<file path="src/rtl/pipelined_adder.sv">
//------------------------------------------------------------------------------
// +--------------------------------------------------------------------------+
// | Module      : pipelined_adder                                            |
// | Description : Skewed, chunked add/subtract pipeline with valid/ready     |
// |               handshakes on both sides. One ripple chunk of             |
// |               CHUNK_WIDTH bits is summed per register stage; the lower  |
// |               result chunks and the still-unsummed upper operand chunks |
// |               travel with each item.                                    |
// | Revision    : 1.0 - initial release                                      |
// +--------------------------------------------------------------------------+
//
// Ports
//   clk_i        in   1      clock, all state on rising edge
//   rst_i        in   1      asynchronous, active-high reset
//   in_valid_i   in   1      operands/op valid
//   in_ready_o   out  1      operands accepted this cycle (combinational on
//                            out_ready_i)
//   in1_i        in   WIDTH  operand A
//   in2_i        in   WIDTH  operand B
//   carry_i      in   1      carry-in for add; ignored when sub_i=1
//   sub_i        in   1      0: A+B+carry_i   1: A-B
//   out_valid_o  out  1      result valid
//   out_ready_i  in   1      consumer accepts result
//   sum_o        out  WIDTH  result, modulo 2^WIDTH
//   carry_o      out  1      carry-out of MSB (sub: 1 = no borrow)
//   overflow_o   out  1      signed overflow
//------------------------------------------------------------------------------
`default_nettype none

module pipelined_adder #(
   parameter int WIDTH       = 8,
   parameter int CHUNK_WIDTH = 4
) (
   input  logic             clk_i,
   input  logic             rst_i,
   input  logic             in_valid_i,
   output logic             in_ready_o,
   input  logic [WIDTH-1:0] in1_i,
   input  logic [WIDTH-1:0] in2_i,
   input  logic             carry_i,
   input  logic             sub_i,
   output logic             out_valid_o,
   input  logic             out_ready_i,
   output logic [WIDTH-1:0] sum_o,
   output logic             carry_o,
   output logic             overflow_o
);

   // Guarded so an illegal CHUNK_WIDTH cannot cause a divide-by-zero before
   // the elaboration check below reports it.
   localparam int c_stages = (CHUNK_WIDTH < 1) ? 1 : (WIDTH / CHUNK_WIDTH);
   localparam int c_last   = c_stages - 1;

   if (CHUNK_WIDTH < 1) begin : g_bad_chunk
      $error("pipelined_adder: CHUNK_WIDTH must be at least 1");
   end else if ((WIDTH % CHUNK_WIDTH) != 0) begin : g_bad_width
      $error("pipelined_adder: WIDTH must be a multiple of CHUNK_WIDTH");
   end

   // Subtraction is A + ~B + 1, so the operand inversion and forced carry-in
   // happen once at the entry and every stage is a plain adder.
   logic [WIDTH-1:0] w_b_eff;
   logic             w_cin0;

   assign w_b_eff = sub_i ? ~in2_i : in2_i;
   assign w_cin0  = sub_i | carry_i;

   for (genvar k = 0; k < c_stages; k++) begin : g_stage
      localparam int c_lo = k * CHUNK_WIDTH;
      localparam int c_hi = c_lo + CHUNK_WIDTH - 1;

      logic [WIDTH-1:c_lo]    w_a_in;    // operand A bits not yet summed
      logic [WIDTH-1:c_lo]    w_b_in;    // operand B' bits not yet summed
      logic                   w_cin;     // carry into this chunk
      logic                   w_v_in;    // upstream valid
      logic [c_hi:0]          w_sum_in;  // result bits complete after this stage
      logic [CHUNK_WIDTH:0]   w_chunk;   // chunk sum with carry-out on top
      logic                   w_ld;      // stage may load this cycle
      logic                   w_ld_next; // downstream accepts this stage's item
      logic                   w_take;    // a real item is loaded

      logic                   r_v;
      logic [c_hi:0]          r_sum;
      logic                   r_c;

      if (k == 0) begin : g_src_in
         assign w_a_in   = in1_i;
         assign w_b_in   = w_b_eff;
         assign w_cin    = w_cin0;
         assign w_v_in   = in_valid_i;
         assign w_sum_in = w_chunk[CHUNK_WIDTH-1:0];
      end else begin : g_src_prev
         assign w_a_in   = g_stage[k-1].g_fwd.r_a;
         assign w_b_in   = g_stage[k-1].g_fwd.r_b;
         assign w_cin    = g_stage[k-1].r_c;
         assign w_v_in   = g_stage[k-1].r_v;
         assign w_sum_in = {w_chunk[CHUNK_WIDTH-1:0], g_stage[k-1].r_sum};
      end

      assign w_chunk = {1'b0, w_a_in[c_hi:c_lo]}
                     + {1'b0, w_b_in[c_hi:c_lo]}
                     + {{CHUNK_WIDTH{1'b0}}, w_cin};

      // A stage loads when empty or when its occupant moves on this cycle,
      // which lets bubbles collapse and sustains one item per cycle.
      assign w_ld   = !r_v || w_ld_next;
      assign w_take = w_ld && w_v_in;

      always_ff @(posedge clk_i or posedge rst_i) begin
         if (rst_i) begin
            r_v <= 1'b0;
         end else if (w_ld) begin
            r_v <= w_v_in;
         end
      end

      // Data only moves with a real item so a stalled or drained output
      // keeps its last value.
      always_ff @(posedge clk_i or posedge rst_i) begin
         if (rst_i) begin
            r_sum <= '0;
            r_c   <= 1'b0;
         end else if (w_take) begin
            r_sum <= w_sum_in;
            r_c   <= w_chunk[CHUNK_WIDTH];
         end
      end

      if (k == c_last) begin : g_last
         logic r_ovf;

         assign w_ld_next = out_ready_i;

         // Signed overflow: like-signed operands producing a differently
         // signed result. The MSB chunk is summed here, so all three signs
         // are visible in this stage.
         always_ff @(posedge clk_i or posedge rst_i) begin
            if (rst_i) begin
               r_ovf <= 1'b0;
            end else if (w_take) begin
               r_ovf <= (w_a_in[WIDTH-1] == w_b_in[WIDTH-1]) &&
                        (w_chunk[CHUNK_WIDTH-1] != w_a_in[WIDTH-1]);
            end
         end
      end else begin : g_fwd
         logic [WIDTH-1:c_hi+1] r_a;
         logic [WIDTH-1:c_hi+1] r_b;

         assign w_ld_next = g_stage[k+1].w_ld;

         always_ff @(posedge clk_i or posedge rst_i) begin
            if (rst_i) begin
               r_a <= '0;
               r_b <= '0;
            end else if (w_take) begin
               r_a <= w_a_in[WIDTH-1:c_hi+1];
               r_b <= w_b_in[WIDTH-1:c_hi+1];
            end
         end
      end
   end

   assign in_ready_o  = g_stage[0].w_ld;
   assign out_valid_o = g_stage[c_last].r_v;
   assign sum_o       = g_stage[c_last].r_sum;
   assign carry_o     = g_stage[c_last].r_c;
   assign overflow_o  = g_stage[c_last].g_last.r_ovf;

endmodule

`default_nettype wire
</file>
<file path="config.mk">
export PLATFORM = sky130hd
export DESIGN_NAME = pipelined_adder
export DESIGN_NICKNAME = d
export VERILOG_FILES = /design/src/rtl/pipelined_adder.sv
export SDC_FILE = /design/constraint.sdc
export NUM_CORES = 1
export LEC_CHECK = 0
export CAP_MARGIN = 20
export CORE_ASPECT_RATIO = 1.2
export CORE_MARGIN = 2
export CORE_UTILIZATION = 45
export CTS_BUF_LIST = sky130_fd_sc_hd__clkbuf_4
export CTS_CLUSTER_SIZE = 24
export DETAILED_ROUTE_END_ITERATION = 10
export GPL_ROUTABILITY_DRIVEN = 1
export PLACE_DENSITY = 0.81
export SYNTH_ARGS = -nofsm -noshare
export SYNTH_HDL_FRONTEND = slang
export SYNTH_SLANG_ARGS = --single-unit
</file>
<file path="constraint.sdc">
create_clock -name clk_i -period 1.5 [get_ports clk_i]
set_clock_uncertainty 0.1 [all_clocks]
set_input_delay 0.3 -clock clk_i [delete_from_list [all_inputs] [get_ports clk_i]]
set_output_delay 0.3 -clock clk_i [all_outputs]
set_load 0.01 [all_outputs]
</file>
==> impl_metrics.yaml, run 1 <==
outcome:
  status: "complete, but fails checks"
  violations: "negative setup slack"
floorplan:
  die_area_um2: 3480
  core-area_um2: 2840
  die_w_um: 54.2
  io_pins: 34
  row_count: 21
  dieHeight_um: 64.2
  floorplan.initialDensity_pct: 47.9
finish:
  fin_area_um2: 2000
  drive_gt1_share_pct: 39.3
  antenna_cells: 0
  layout.nets: 196
  stdcell_count: 197
  final_util_pct: 70.5
  synthToLayoutAreaGrowth_pct: 47.0
  seq_area_um2: 626
  multi_input_area_um2: 815
  fillers: 199
grt:
  grt_usage_pct: 20.8
  antenna_found_initial: 0
  grt_max_degree: 26
  overflow: 0
  grt_pass1_wl_um: 5210
  grt_pass1_vias: 1191
synth:
  synth_nets: 141
  synthFlopType: "dfrtp_1"
  yosysTopAreaCell: "dfrtp_1"
  syn_area_um2: 1360
  ys_warn_count: 0
  ys_ff_latch: 25
  ys_types: 30
  netlist_instances: 109
  synthDominantCellAreaShare_pct: 46.0
  synthArstFlopShare_pct: 100
  synth_common_cells: "dfrtp_1, o21ai_0, xor2_1, mux2_2"
  synth_edf_count: 0
  syn_area_per_cell_um2: 12.5
  yosys-top-cells-area: "dfrtp_1, mux2_4, mux2_2"
  yosysMostFrequentCell: "dfrtp_1"
  ys_seq_area_share_pct: 46.0
timing:
  relSlewSlack_pct: 72.9
  timing.hold.ws_ns: 0.227
  finalCriticalPeriod_ns: 1.80
  max_freq_mhz: 555
  setup_slack_ns: -0.301
  finalSetupViolCount: 18
  rsz0062_at_grt: "true"
  setup_tns_ns: -1.56
  fin_crit_sh_pct: 120
  worstMarginPinSlew_ns: 0.406
  hold_viol_final: 0
  slew_violations: 0
clock_network:
  cts_root_buffer: "clkbuf_4"
  cts_tree: "done"
  hold_buffers: 0
  cts_buffers: 3
  clkSinkCount: 25
  clock_latency_ns: 0.32
  htreeDepth: 1
  clk_path_buf_depth: 2
  clkSlewWorstSetupHoldPaths_ns: 0.13
critical_path:
  cpLargestDelayFamily: "adder cells"
  max_stage_delay_ns: 0.35
  crit_buf_inv: 1
  crit_type: "input port to flop"
  worstSetupEndpointType: "flop"
  cp_common_cell: "fa_2"
  cp_data_required_time_ns: 1.60
  reg2reg_from: "out_valid_o"
  worst_ep_arrival_time_ns: 1.90
  cp_max_fo: 3
  start_kind: "input port"
  cp_slowest_cell: "fa_2"
  reg2reg_depth: 7
  worstPathCellList: "buf_8, or2_4, fa_2, fa_2, a21o_1, a2111oi_4, a21oi_1"
  r2r_slack_ns: -0.13
  timing.rr.end: "g_stage[0].r_sum[3]"
placement:
  place_ws_ns: -1.19
  place_area_um2: 1820
  place_hpwl_um: 2270
  dp.cells: 185
  gp_congestion: 0.868
  port_buffers: 33
power:
  power_mw: 2.34
  cellLeakagePower_nw: 0.930
  power_density_nw_per_um2: 1170
  irDropWorstVdd_v: 0.000654
min_path:
  hp-class: "input port to asynchronous set/reset pin"
routing:
  ant_nets: 0
  first_iter_violations: 6
  via_per_inst: 5.27
  drc: 0
  first_pass_iters: 4
  num_vias: 1038
  wl_per_cell_um: 15.6
  wl_um: 3070
run:
  cap_violations: 0
## final cells by class
| class | count | area share (%) |
|---|---|---|
| Multi-Input combinational cell | 75 | 40.7 |
| Sequential cell | 25 | 31.3 |
| Timing Repair Buffer | 51 | 22.7 |
| Tap cell | 34 | 2.13 |
| Inverter | 8 | 1.63 |
| Clock buffer | 4 | 1.50 |
## cells in the final DEF (no fill, tap or decap), types with 6 or more instances in the layout
master / synthesis / final
dfrtp_1: 25 / 25
o21ai_0: 10 / 7
buf_4: 0 / 15
mux2_4: 7 / 9
clkdlybuf4s50_1: 0 / 14
mux2_2: 8 / 6
dlygate4sd2_1: 0 / 14
xor2_1: 9 / 7
ha_1: 6 / 6
inv_1: 7 / 6
## worst min-delay path, stage by stage
cell,delay (ns)
clkdlybuf4s50_1,0.40
inv_1,0.05
buf_4,0.30
## worst max-delay path by stage
stage | depth (start not counted) | from | endpoint
finish | 7 | sub_i | g_stage[0].r_c
floorplan | 7 | sub_i | g_stage[0].r_c
CTS | 7 | sub_i | g_stage[0].r_c
detailed placement | 7 | sub_i | g_stage[0].r_c
global placement | 7 | sub_i | g_stage[0].r_c
global route | 7 | sub_i | g_stage[0].r_c
## cells by family after synthesis
group	Yosys count	synth area share, %
AND/OR/NAND/NOR	13	6.44
AO/OA/AOI/OAI	26	11.8
flip-flops	25	46.0
adder cells (fa/ha/maj)	10	11.4
multiplexers	15	14.4
buffers and inverters	10	3.59
XOR/XNOR	10	6.44
## power by group
| group | leakage [nW] | internal [mW] | switching (mW) |
|---|---|---|---|
| registers | 0.294 | 0.869 | 0.115 |
| clock network | 0.0184 | 0.122 | 0.193 |
| logic | 0.618 | 0.575 | 0.471 |
| total | 0.930 | 1.57 | 0.778 |
## per-layer routing
metal | global-route usage (%) | up-vias | wire length (um)
li1 | - | 489 | -
met1 | 23.3 | 508 | 1180
met2 | 36.6 | 28 | 1660
met3 | 0.701 | 13 | 72
met4 | 13.4 | 0 | 159
met5 | 0 | - | 0
## what timing repair did
action,4_1_cts,5_1_grt
pin swaps,15,5
hold endpoints to repair,0,0
cloned,1,0
resized for setup,51,10
setup endpoints to repair,29,19
setup buffers,7,0
## registers in the layout, indices dropped and copies added, names as in the netlist
| name | cells |
|---|---|
| out_valid_o | 1 |
| g_stage.g_fwd.r_b | 4 |
| g_stage.r_sum | 4 |
| g_stage.g_fwd.r_a | 4 |
| g_stage.r_c | 1 |
| sum_o | 8 |
| overflow_o | 1 |
| carry_o | 1 |
| g_stage.r_v | 1 |
Note: power is estimated with default switching activity, not from simulation.
==> run 2: changes to the inputs <==
--- a/config.mk
+++ b/config.mk
@@ -10,7 +10,7 @@
 export CORE_MARGIN = 2
 export CORE_UTILIZATION = 45
 export CTS_BUF_LIST = sky130_fd_sc_hd__clkbuf_4
-export CTS_CLUSTER_SIZE = 24
+export CTS_CLUSTER_SIZE = 10
 export DETAILED_ROUTE_END_ITERATION = 10
 export GPL_ROUTABILITY_DRIVEN = 1
 export PLACE_DENSITY = 0.81
==> results of run 2 <==
Final layout, timing and power as in run 1 (identical DEF).
==> run 3: changes to the inputs <==
--- a/config.mk
+++ b/config.mk
@@ -6,14 +6,13 @@
 export NUM_CORES = 1
 export LEC_CHECK = 0
 export CAP_MARGIN = 20
-export CORE_ASPECT_RATIO = 1.2
 export CORE_MARGIN = 2
-export CORE_UTILIZATION = 45
+export CORE_UTILIZATION = 25
 export CTS_BUF_LIST = sky130_fd_sc_hd__clkbuf_4
 export CTS_CLUSTER_SIZE = 10
 export DETAILED_ROUTE_END_ITERATION = 10
 export GPL_ROUTABILITY_DRIVEN = 1
-export PLACE_DENSITY = 0.81
+export PLACE_DENSITY = 0.52
 export SYNTH_ARGS = -nofsm -noshare
 export SYNTH_HDL_FRONTEND = slang
 export SYNTH_SLANG_ARGS = --single-unit
==> constraint.sdc (replaced) <==
create_clock -name clk_i -period 1.5 [get_ports clk_i]
set_clock_uncertainty 0.1 [all_clocks]
set_input_delay 0.15 -clock clk_i [delete_from_list [all_inputs] [get_ports clk_i]]
set_output_delay 0.15 -clock clk_i [all_outputs]
set_load 0.01 [all_outputs]
==> run 3 against run 2 <==
  * The flow still finishes with violations (negative setup slack)
  * Register-to-register slack hardly changed
  * Die area is 74% higher
  * Power is 0.38% lower
  * Critical path type unchanged
  * Largest cell class unchanged
==> impl_metrics.yaml, run 3 (synthesized netlist as in run 1, its figures left out) <==
outcome:
  status: "complete, but fails checks"
  violations: "negative setup slack"
floorplan:
  dieHeight_um: 77.8
  io_pins: 34
  core-area_um2: 5170
  die_area_um2: 6050
  floorplan.initialDensity_pct: 26.3
  row_count: 26
  die_w_um: 77.8
power:
  p_int_mw: 1.59
  clkPwrFrac_pct: 13.5
  p_sw_mw: 0.743
  power_density_nw_per_um2: 1170
  cellLeakagePower_nw: 0.984
  seqPwrFrac_pct: 42.4
  combPwrFrac_pct: 44.1
  sw_frac_of_total_pct: 31.8
  irDropWorstVdd_v: 0.000354
finish:
  layout_common_cells: "dfrtp_1, clkdlybuf4s50_1, buf_4"
  antenna_cells: 0
  layout.nets: 193
  largest_reg_flops: 8
  final_common_cell: "dfrtp_1"
  synthToLayoutAreaGrowth_pct: 47.2
  final_util_pct: 38.7
  drive_gt1_share_pct: 36.3
  fillers: 486
routing:
  first_pass_iters: 4
  first_iter_violations: 35
  wl_um: 3060
  wl_per_cell_um: 13.3
  drc: 0
  ant_nets: 0
  num_vias: 1001
  via_per_inst: 4.35
clock_network:
  clkSlewWorstSetupHoldPaths_ns: 0.14
  clock_latency_ns: 0.31
  htreeDepth: 1
  cts_root_buffer: "clkbuf_4"
  clk_path_buf_depth: 2
  clkSinkCount: 25
  cts_buffers: 3
  cts_tree: "done"
grt:
  grt_usage_pct: 10.5
  grt_pass1_vias: 1023
  grt_pass1_wl_um: 5150
  overflow: 0
  grt_max_degree: 26
  antenna_found_initial: 0
timing:
  fin_crit_sh_pct: 116
  relSlewSlack_pct: 79.2
  setup_tns_ns: -0.932
  finalCriticalPeriod_ns: 1.74
  hold_viol_final: 0
  max_freq_mhz: 574
  finalSetupViolCount: 7
  setup_slack_ns: -0.242
  worstMarginPinSlew_ns: 0.312
  slew_violations: 0
  rsz0062_at_grt: "true"
critical_path:
  r2r_slack_ns: -0.12
  crit_start: "sub_i"
  timing.rr.end: "sum_o[5]"
  start_kind: "input port"
  cp_data_required_time_ns: 1.60
  worstSetupEndpointType: "flop"
  worst_ep_arrival_time_ns: 1.84
  crit_path_end: "g_stage[0].r_sum[2]"
  reg2reg_from: "g_stage[0].g_fwd.r_a[4]"
  cp_max_fo: 3
  crit_type: "input port to flop"
  reg2reg_depth: 4
placement:
  port_buffers: 33
  place_hpwl_um: 2350
  gp_congestion: 0.751
min_path:
  hp-class: "input port to asynchronous set/reset pin"
run:
  cap_violations: 0
run 3: changes by cell type in the layout (fill, tap and decap cells not counted), sizes merged:
cell,before,now
buf,22,20
clkbuf,5,4
clkdlybuf4s50,14,16
dlygate4sd2,14,2
dlymetal6s2s,0,11
nand2,5,4
run 3: layout make-up:
class | count | area [um^2] | share of cell area (%)
flip-flops and latches | 25 | 626 | 31.3
well taps | 70 | 87.6 | 4.38
inverters | 8 | 32.5 | 1.62
repair buffers | 49 | 469 | 23.4
multi-input cells | 74 | 757 | 37.8
clock buffers | 4 | 30.0 | 1.50
run 3: power by group through the flow:
| stage | clock network [mW] | logic [mW] | registers, mW |
|---|---|---|---|
| after detailed placement | 0 | 0.968 | 1.01 |
| final | 0.315 | 1.03 | 0.990 |
| after global routing | 0.355 | 1.13 | 1.02 |
| after CTS | 0.321 | 1.03 | 1.00 |
| after global placement | 0 | 0.948 | 0.995 |
| after floorplan | 0 | 0.476 | 1.03 |
run 3: worst max-delay path, cell delays in order:
cell and delay (ns):
buf_8 0.11, or2_4 0.24, fa_2 0.35, fa_2 0.35, buf_4 0.15, buf_6 0.10
xor2_1 0.13, mux2_4 0.26
run 3: how the worst min path moves through the flow:
stage | to | startpoint | slack (ns)
2_1_floorplan | carry_o | rst_i | 0.08
3_3_place_gp | sum_o[2] | sum_o[2] | 0.39
3_5_place_dp | sum_o[2] | sum_o[2] | 0.41
4_1_cts | sum_o[5] | rst_i | 0.07
5_1_grt | sum_o[5] | rst_i | 0.08
6_report | sum_o[5] | rst_i | 0.06
run 3: metal layers:
metal  vias to the layer above  wire [um]  global-route usage, %
met3                         2         86                   1.28
met1                       495       1470                   14.8
met2                        19       1460                   16.8
li1                        485          -                      -
met4                         0         36                   3.21
met5                         -          0                      0
run 3: repair_timing:
action	in CTS	in global routing
pin swaps	13	6
buffers inserted	2	4
hold buffers	0	0
setup endpoints to repair	12	20
endpoints found under the hold margin	0	0
gates resized for setup	27	17
run 3: through the flow:
step / hold WS, ns / setup slack, ns / power [mW] / std cells / area [um^2]
floorplan: 0.0773 / -0.534 / 1.51 / 109 / 1390
global placement: 0.392 / -0.982 / 1.94 / 220 / 1850
detailed placement: 0.407 / -1.04 / 1.98 / 220 / 1850
CTS: 0.0732 / -0.219 / 2.35 / 226 / 1930
global route: 0.0847 / -0.233 / 2.51 / 230 / 2000
finish: 0.0608 / -0.242 / 2.34 / 230 / 2000
